--- src/rtl/algo_2rw_a50_refr_ctl_pkg.sv ---
// Shared types and helpers for the 2rw algo refresh controller.
package algo_2rw_a50_refr_ctl_pkg;

    typedef enum logic [1:0] {
        ST_WAIT = 2'd0,
        ST_RUN  = 2'd1,
        ST_DUE  = 2'd2
    } refr_state_e;

    // With the half-cycle fraction enabled, odd periods are one cycle longer.
    function automatic int unsigned period_sel(
        input int unsigned freq,
        input bit          halfCycle,
        input bit          phase
    );
        return freq + ((halfCycle && phase) ? 32'd1 : 32'd0);
    endfunction

endpackage

--- src/rtl/algo_2rw_a50_refr_ctl_sat_cnt.sv ---
// Saturating up-counter used to tally issued refreshes.
module algo_sat_cnt #(
    parameter int W = 16
) (
    input  logic         clk,
    input  logic         rst,
    input  logic         inc,
    output logic [W-1:0] cnt
);

    logic [W-1:0] r_cnt;

    always_ff @(posedge clk) begin
        if (rst) begin
            r_cnt <= '0;
        end else if (inc && (r_cnt != {W{1'b1}})) begin
            r_cnt <= r_cnt + W'(1);
        end
    end

    assign cnt = r_cnt;

endmodule

--- src/rtl/algo_2rw_a50_refr_ctl.sv ---
// Refresh pulse generator for the 2rw algo core: periodic refresh with
// bounded host postponement, forced issue and saturating issue count.
module algo_2rw_a50_refr_ctl
    import algo_2rw_a50_refr_ctl_pkg::*;
#(
    parameter int REFRESH = 1,
    parameter int REFFREQ = 6,
    parameter int REFFRHF = 0,
    parameter int MAXPOST = 2,
    parameter int CNTW    = 16
) (
    input  logic            clk,
    input  logic            rst,
    input  logic            ready,
    input  logic            ena,
    input  logic            hold,
    output logic            refr,
    output logic            refr_due,
    output logic            refr_force,
    output logic [CNTW-1:0] refr_cnt,
    output logic            refr_late
);

    localparam int  CW     = $clog2(REFFREQ + 2);
    localparam int  PW     = $clog2(MAXPOST + 2);
    localparam bit  NOPOST = (MAXPOST == 0);

    if (REFFREQ < 4) begin : g_chkFreq
        $error("algo_2rw_a50_refr_ctl: REFFREQ must be at least 4");
    end
    if (MAXPOST >= REFFREQ - 1) begin : g_chkPost
        $error("algo_2rw_a50_refr_ctl: MAXPOST must be below REFFREQ-1");
    end

    refr_state_e   r_state;
    refr_state_e   w_next;
    logic [CW-1:0] r_cnt;
    logic [PW-1:0] r_pc;
    logic          r_phase;
    logic          r_refr;
    logic          r_force;
    logic          r_late;

    logic [CW-1:0] w_periodM1;
    logic          w_active;
    logic          w_due;
    logic          w_pcLast;
    logic          w_issue;
    logic          w_forceIssue;

    assign w_periodM1 = CW'(period_sel(int'(REFFREQ), REFFRHF != 0, r_phase) - 32'd1);
    assign w_active   = ready & ena & (REFRESH != 0);
    assign w_due      = (r_state != ST_WAIT) && (r_cnt == w_periodM1);
    assign w_pcLast   = (int'(r_pc) + 1) >= MAXPOST;

    always_ff @(posedge clk) begin
        if (rst) begin
            r_state <= ST_WAIT;
        end else begin
            r_state <= w_next;
        end
    end

    always_comb begin
        w_next = r_state;
        unique case (r_state)
            ST_WAIT: begin
                if (w_active) w_next = ST_RUN;
            end
            ST_RUN: begin
                if (!w_active)                      w_next = ST_WAIT;
                else if (w_due && hold && !NOPOST)  w_next = ST_DUE;
            end
            ST_DUE: begin
                if (!w_active)             w_next = ST_WAIT;
                else if (!hold || w_pcLast) w_next = ST_RUN;
            end
            default: w_next = ST_WAIT;
        endcase
    end

    // A refresh is only scheduled while the core stays enabled, so a drop
    // of ready/ena in the deciding cycle swallows the pulse.
    always_comb begin
        w_issue      = 1'b0;
        w_forceIssue = 1'b0;
        if (w_active) begin
            unique case (r_state)
                ST_RUN: begin
                    if (w_due && (!hold || NOPOST)) begin
                        w_issue      = 1'b1;
                        w_forceIssue = hold;
                    end
                end
                ST_DUE: begin
                    if (!hold || w_pcLast) begin
                        w_issue      = 1'b1;
                        w_forceIssue = hold;
                    end
                end
                default: ;
            endcase
        end
    end

    assign refr_due = (r_state == ST_DUE);

    // The period counter keeps running through postponement, so the next
    // due point stays anchored to the nominal schedule.
    always_ff @(posedge clk) begin
        if (rst) begin
            r_cnt   <= '0;
            r_pc    <= '0;
            r_phase <= 1'b0;
            r_refr  <= 1'b0;
            r_force <= 1'b0;
            r_late  <= 1'b0;
        end else begin
            r_refr  <= w_issue;
            r_force <= w_forceIssue;
            r_late  <= r_late | w_forceIssue;
            if (!w_active) begin
                r_cnt   <= '0;
                r_phase <= 1'b0;
            end else if (r_state == ST_WAIT) begin
                r_cnt   <= CW'(1);
                r_phase <= 1'b0;
            end else if (w_due) begin
                r_cnt   <= '0;
                r_phase <= ~r_phase;
            end else begin
                r_cnt   <= r_cnt + CW'(1);
            end
            r_pc <= ((r_state == ST_DUE) && (w_next == ST_DUE)) ? r_pc + PW'(1) : '0;
        end
    end

    algo_sat_cnt #(
        .W(CNTW)
    ) u_satCnt (
        .clk(clk),
        .rst(rst),
        .inc(r_refr),
        .cnt(refr_cnt)
    );

    assign refr       = r_refr;
    assign refr_force = r_force;
    assign refr_late  = r_late;

endmodule

--- config.mk ---
export PLATFORM = sky130hd
export DESIGN_NAME = algo_2rw_a50_refr_ctl
export DESIGN_NICKNAME = d
export VERILOG_FILES = /design/src/rtl/algo_2rw_a50_refr_ctl_pkg.sv /design/src/rtl/algo_2rw_a50_refr_ctl_sat_cnt.sv /design/src/rtl/algo_2rw_a50_refr_ctl.sv
export SDC_FILE = /design/constraint.sdc
export NUM_CORES = 1
export LEC_CHECK = 0
export ABC_AREA = 1
export BUFFER_PORTS_ARGS = -buffer_cell sky130_fd_sc_hd__buf_2
export CORE_ASPECT_RATIO = 0.8
export CORE_MARGIN = 2
export CORE_UTILIZATION = 50
export DETAILED_ROUTE_END_ITERATION = 8
export PLACE_DENSITY = 0.72
export SLEW_MARGIN = 40
export SYNTH_ARGS = -nofsm -noshare
export SYNTH_HDL_FRONTEND = slang
export SYNTH_SLANG_ARGS = --single-unit
--- constraint.sdc ---
create_clock -name clk -period 4.05 [get_ports clk]
set_input_delay 1.0125 -clock clk [delete_from_list [all_inputs] [get_ports clk]]
set_output_delay 1.0125 -clock clk [all_outputs]
set_load 0.01 [all_outputs]
Word level (Yosys, flattened, before mapping) --
Cells that the tools add are included.
Cells by class: add/subtract/negate cells 4, magnitude comparators 1, eq/ne operators 5, muxes and demuxes 15, bitwise operators 4, reduce and logical (&&, ||, !) cells 12
Operator list (number):
- $add A16 B1 Y16 const B | 1
- $ne A16 B16 Y1 const B | 1
- $mux W2 | 5
- $mux W1 | 7
- $pmux W2 S3 | 1
- $logic_and A1 B1 Y1 | 5
- $eq A2 B2 Y1 const B | 2
- $pmux W1 S2 | 2
- $reduce_or A2 Y1 | 2
- $reduce_or A4 Y1 | 1
- $add A2 B1 Y3 const B | 1
- $add A3 B1 Y3 const B | 1
- $eq A3 B3 Y1 const B | 1
- $ge A3 B2 Y1 const B | 1
- $add A2 B1 Y2 const B | 1
- $eq A2 B1 Y1 const B | 1
- $logic_not A2 Y1 | 1
- $not A1 Y1 | 2
- $reduce_bool A2 Y1 | 1
- $and A1 B1 Y1 | 1
- $logic_not A1 Y1 | 1
- $logic_or A1 B1 Y1 | 1
- $or A1 B1 Y1 | 1
Word-level totals: register bits 26, bits of input ports 5, output and inout bits 20, word-level logic and storage cells 49

Logic depth before layout (Yosys ltp) --
Gate-level depths: netlist (run 1).
depth in word-level cells 10, gate-level depth with buffers 10, gate-level depth less buffers 10

Cells and area by module --
A second synthesis (run 1) with hierarchy kept.
Second synthesis, totals: cells, all modules 219, area, all modules 1461.4 um^2
By module, submodules not included:
- algo_sat_cnt | times used 1, cells each 149, area each 929.6 um^2
- algo_2rw_a50_refr_ctl | times used 1, cells each 70, area each 531.8 um^2

Worst setup path after synthesis (run 1) --
Ideal clock, no wire load.
kind register to output, start point register r_state[0], end point output port refr_due, arrival 0.719 ns, setup slack 2.318 ns, stages on the path, launching flop included 3, path buffers 0, path through dfxtp_1 inv_1 ha_1
Between the ends: word-level cells in the longest chain between the ends 1
Ends and longest elaborated chain:
- start, declared | RTL line algo_2rw_a50_refr_ctl.sv:35 | refr_state_e r_state;
- start signal, assigned | RTL line algo_2rw_a50_refr_ctl.sv:60 | r_state <= w_next;
- $eq A2 B2 Y1 | RTL line algo_2rw_a50_refr_ctl.sv:106 | assign refr_due = (r_state == ST_DUE);
- end, declared | RTL line algo_2rw_a50_refr_ctl.sv:18 | output logic refr_due,
Every way passes these cells.

Worst setup path in the final report (run 1) --
Ends and elaborated chain as after synthesis.

==> metrics.cfg, run 1 <==
[outcome]
status=complete, no violations

[routing]
avgRoutedWirePerCell_um=9.99
vias=1263
dr.pass1.iters=4
wl_mm=2.71
detail-route-antenna-nets=0
drc=0
avgViaCountPerCell=4.66
drtIter0Drc=49

[placed_design]
dp_hpwl_mm=2.05
gp_congestion=0.822
dp.cells=268
numPortBuffers=24

[floorplanning]
initial_core_util=0.531
core_area_mm2=0.00279
die_w_um=64.8
core.rowCount=17
ioPinCount=25
die_y_um=52.6
die-area_mm2=0.00341

[cts]
cts_tree=yes
cts_resized=0
clock-root-buffer=clkbuf_8
cts_hold_buf=0
cts_setup_buffers=0
clock_latency_ns=0.27
cts.sinks=26
clock_path_buffers=2
cts.htree.levels=1
path_clk_slew_ns=0.08
cts_buffers=3

[critical_path]
cp-end-kind=output pin
critPathArrivalTime_ns=1.24
critical_path.startpoint_type=flop
cp.required_ns=3.04
path_class=reg -> out
crit_fanout=6

[yosys]
ys_seq_elements=26
synth_edf_count=0
syn_nets=222
synthCells=209
yosysWarnings=0
mappedNetlistArea_mm2=0.00148
async_flop_share=0
synth_cell_types=30
yosysSeqAreaShare=0.352
syn_area_per_cell_um2=7.08
synthFlopType=dfxtp_1

[finish]
antennaDiodeCount=0
area_growth_pct=12.2
final_cell_mix=50 x nand2_1, 31 x inv_1, 28 x nor2_1, 26 x dfxtp_1, 24 x buf_2
final_nets=248
drive_gt1_frac=0.189
final_core_utilization=0.595
mostFrequentLayoutCell=nand2_1
final_cells=271

[sta]
hold_viol=0
tightest_slew_ns=0.616
min_period_ns=2.26
min_period_over_period=0.557
fin_tns_setup_ns=0
slew_headroom=0.589
grt_setup_unrepaired=no
holdWs_ns=0.427
finalSetupViolations=0
clock_skew_ns=0.00229
fmax_mhz=443
slew_viol_final=0

[pwr]
leakage_uw=0.000748
power-per-cell-area_mw_per_mm2=252
vdd_ir_drop_max_mv=0.130

[grt]
antenna_found_initial=0
grt_overflow=0
met1_usage=0.277
met2_usage=0.280
grt_busiest_layer=met2
grtUsageMet3=0.0516
grt_pass1_wl_mm=4.98
first_global_vias=1088
gr-usage-all-layers=0.191
grt_max_degree=16

[flow_run]
drv_cap=0

[hold_path]
hold_class=reg -> reg

metrics by stage:
stage                     instance area, um^2  total power [uW]  setup WS [ns]
after floorplan                          1480               278           2.32
after global placement                   1620               283           1.98
after detailed placement                 1620               283           1.94
after CTS                                1660               425           1.80
after global routing                     1660               443           1.68
final                                    1660               418           1.79
layer usage:
layer	vias up	part of all wire
li1	703	-
met1	532	0.55
met2	24	0.40
met3	4	0.041
met4	0	0.0085
met5	-	0
synth_stat cells, types with 2 or more instances:
| library cell | number | area, um^2 |
|---|---|---|
| nand2_1 | 50 | 188 |
| nor2_2 | 2 | 12.5 |
| xor2_1 | 3 | 26.3 |
| nand4_1 | 4 | 25.0 |
| nand3_1 | 15 | 75.1 |
| inv_1 | 31 | 116 |
| nand2_2 | 4 | 25.0 |
| nor2_1 | 28 | 105 |
| a21oi_1 | 9 | 45.0 |
| ha_1 | 8 | 100 |
| o21ai_0 | 6 | 30.0 |
| nand3_2 | 2 | 20.0 |
| dfxtp_1 | 26 | 521 |
| nor2_4 | 4 | 45.0 |
| xnor2_1 | 2 | 17.5 |
logic make-up after synthesis:
group           synth area share
fa+ha+maj                 0.0677
compound gates            0.0922
simple gates               0.358
flops                      0.352
buf+inv                    0.101
xor+xnor                  0.0296
report_power, final:
part / total [uW] / internal, uW / leakage, uW / switching [uW]
Clock: 142 / 66.6 / 0.0000216 / 74.9
Sequential: 258 / 257 / 0.000210 / 1.59
Combinational: 18.7 / 6.21 / 0.000517 / 12.5
Total: 418 / 329 / 0.000748 / 89.1
critical path, stage by stage (launching register included):
cell and delay (ns):
dfxtp_1 0.44, inv_1 0.10, ha_1 0.28, buf_2 0.17
registers in the layout, indices dropped and copies added (netlist names):
signal        flops
r_pc              2
refr              1
u_satCnt.cnt     16
refr_force        1
r_state           2
refr_late         1
r_cnt             3
worst paths after layout:
path | start | depth (start not counted) | end | slack [ns]
worst max-delay path | r_state[0] | 3 | refr_due | 1.79
worst min-delay path | r_pc[0] | 1 | r_pc[0] | 0.43
worst max register to register | u_satCnt.cnt[0] | 9 | u_satCnt.cnt[10] | 2.27
worst min register to register | r_pc[0] | 1 | r_pc[0] | 0.43
final cells by class:
cell class / instances / area, um^2
well taps: 38 / 47.5
repair buffers: 24 / 120
inverters: 32 / 120
flip-flops and latches: 26 / 520
clock buffers: 3 / 41.3
multi-input cells: 148 / 810
fillers: 283 / 1130
Power figures use the tool's default switching activity.
==> run 2, diff against run 1 <==
Clock period 4.05 ns to 2.3 ns, I/O delays scaled along.
==> metrics.cfg, run 2 (synthesis gave the netlist of run 1 again) <==
[routing]
drtIter0Drc=69  ; +41%
vias=1289  ; +2.1%
avgViaCountPerCell=4.72  ; +1.3%
avgRoutedWirePerCell_um=9.90  ; -0.92%
drc=0  ; unchanged
dr.pass1.iters=4  ; unchanged
detail-route-antenna-nets=0  ; unchanged
wl_mm=2.70  ; -0.18%

[grt]
antenna_found_initial=0  ; unchanged
grt_overflow=0  ; unchanged
first_global_vias=1095  ; +0.64%
grt_pass1_wl_mm=4.93  ; -1.1%
gr-usage-all-layers=0.184  ; -0.00737
grt_max_degree=15  ; -1

[cts]
clock-root-buffer=clkbuf_8
cts.htree.levels=1  ; unchanged
cts.sinks=26  ; unchanged
cts_tree=yes
cts_resized=0  ; unchanged
cts_setup_buffers=0  ; unchanged
cts_buffers=3  ; unchanged
path_clk_slew_ns=0.09  ; about the same
clock_latency_ns=0.27  ; about the same
clock_path_buffers=2  ; unchanged
cts_hold_buf=0  ; unchanged

[hold_path]
hold_class=reg -> reg
worstHoldPathCells=1  ; unchanged
hp-start=r_pc[0]

[placed_design]
dp_hpwl_mm=2.10  ; +2.2%
dp.cells=269  ; +0.37%
numPortBuffers=24  ; unchanged
gp_congestion=0.798  ; -2.9%

[critical_path]
critical_path.startpoint_type=flop
critPathArrivalTime_ns=1.23  ; about the same
crit_start=r_state[0]
rr_worst_depth=11  ; +2
r2r-start=u_satCnt.cnt[0]
crit_fanout=6  ; unchanged
cp-end-kind=output pin
cp.required_ns=1.73  ; -1.31 ns
path_class=reg -> out

[flow_run]
drv_cap=0  ; unchanged

[sta]
fin_tns_setup_ns=0  ; unchanged
min_period_over_period=0.786
grt_setup_unrepaired=no
min_period_ns=1.81
fmax_mhz=553
slew_viol_final=0  ; unchanged
holdWs_ns=0.415  ; -0.0122 ns
slew_headroom=0.770  ; +0.180
tightest_slew_ns=0.345  ; -0.270 ns
clock_skew_ns=0.00447  ; +0.00218 ns
hold_viol=0  ; unchanged
finalSetupViolations=0  ; unchanged

[finish]
final_cells=273  ; +0.74%
antennaDiodeCount=0  ; unchanged
largest_reg_flops=16  ; unchanged
final_core_utilization=0.603  ; +0.00763
final_nets=249  ; +0.40%
mostFrequentLayoutCell=nand2_1
area_growth_pct=13.6
fill_cells=258  ; -8.8%
final_cell_mix=50 x nand2_1, 31 x inv_1, 28 x nor2_1, 26 x dfxtp_1, 24 x buf_2
drive_gt1_frac=0.196  ; +0.00690

[pwr]
switchingPower_uw=165  ; +85%
internal-power_uw=616  ; +87%
swShare=0.211  ; -0.00162
p_seq_frac=0.582  ; -0.035
vdd_ir_drop_max_mv=0.320  ; +150%
clkPwrFrac=0.376  ; +0.038
total_power_uw=781  ; +87%
leakage_uw=0.000761  ; +1.7%
pwr-share-comb=0.042  ; -0.003
power-per-cell-area_mw_per_mm2=464  ; +84%

[floorplanning]
die_y_um=52.6  ; unchanged
initial_core_util=0.531  ; unchanged
die-area_mm2=0.00341  ; unchanged
core.rowCount=17  ; unchanged
ioPinCount=25  ; unchanged
die_w_um=64.8  ; unchanged
core_area_mm2=0.00279  ; unchanged

[outcome]
status=complete, no violations

==> run 2: changes by cell type in the layout (fill, tap and decap cells not counted) <==
cell,change
clkbuf_8,+1
buf_4,+1
==> run 2: per-layer routing <==
layer	up-vias	GRT usage	wire length, um
li1	708	-	-
met1	548	0.280	1480
met2	31	0.268	1080
met3	2	0.0409	131
met4	0	0.0213	10
met5	-	0	0
==> run 2: final cells by class <==
class                      instances  area [um^2]  share of cell area
clock buffer                       4         55.1              0.0328
inverter                          32          120              0.0715
multi-input combinational        148          810               0.482
sequential                        26          520               0.310
tap                               38         47.5              0.0283
timing repair buffer              25          128              0.0759
==> run 2: stage by stage <==
stage                     setup slack (ns)  area, um^2
after floorplan                      0.821        1480
after global placement               0.617        1630
after detailed placement             0.600        1630
after CTS                            0.470        1680
after global routing                 0.360        1680
final                                0.492        1680
==> run 2: critical path, stage by stage (launching register included) <==
cell and delay [ns]:
dfxtp_1 0.43, inv_1 0.09, ha_1 0.28, buf_2 0.17
==> run 2: power by group through the flow <==
stage          clock (uW)  combinational [uW]  sequential (uW)
2_1_floorplan           0                24.5              464
3_3_place_gp            0                32.8              465
3_5_place_dp            0                32.7              465
4_1_cts               304                32.7              455
5_1_grt               318                38.8              455
6_report              293                32.7              454
==> run 2: final timing paths <==
path | end | slack, ns
hold / removal | r_pc[0] | 0.42
setup / recovery | refr_due | 0.49
setup reg to reg | u_satCnt.cnt[10] | 0.59
hold reg to reg | r_pc[0] | 0.42
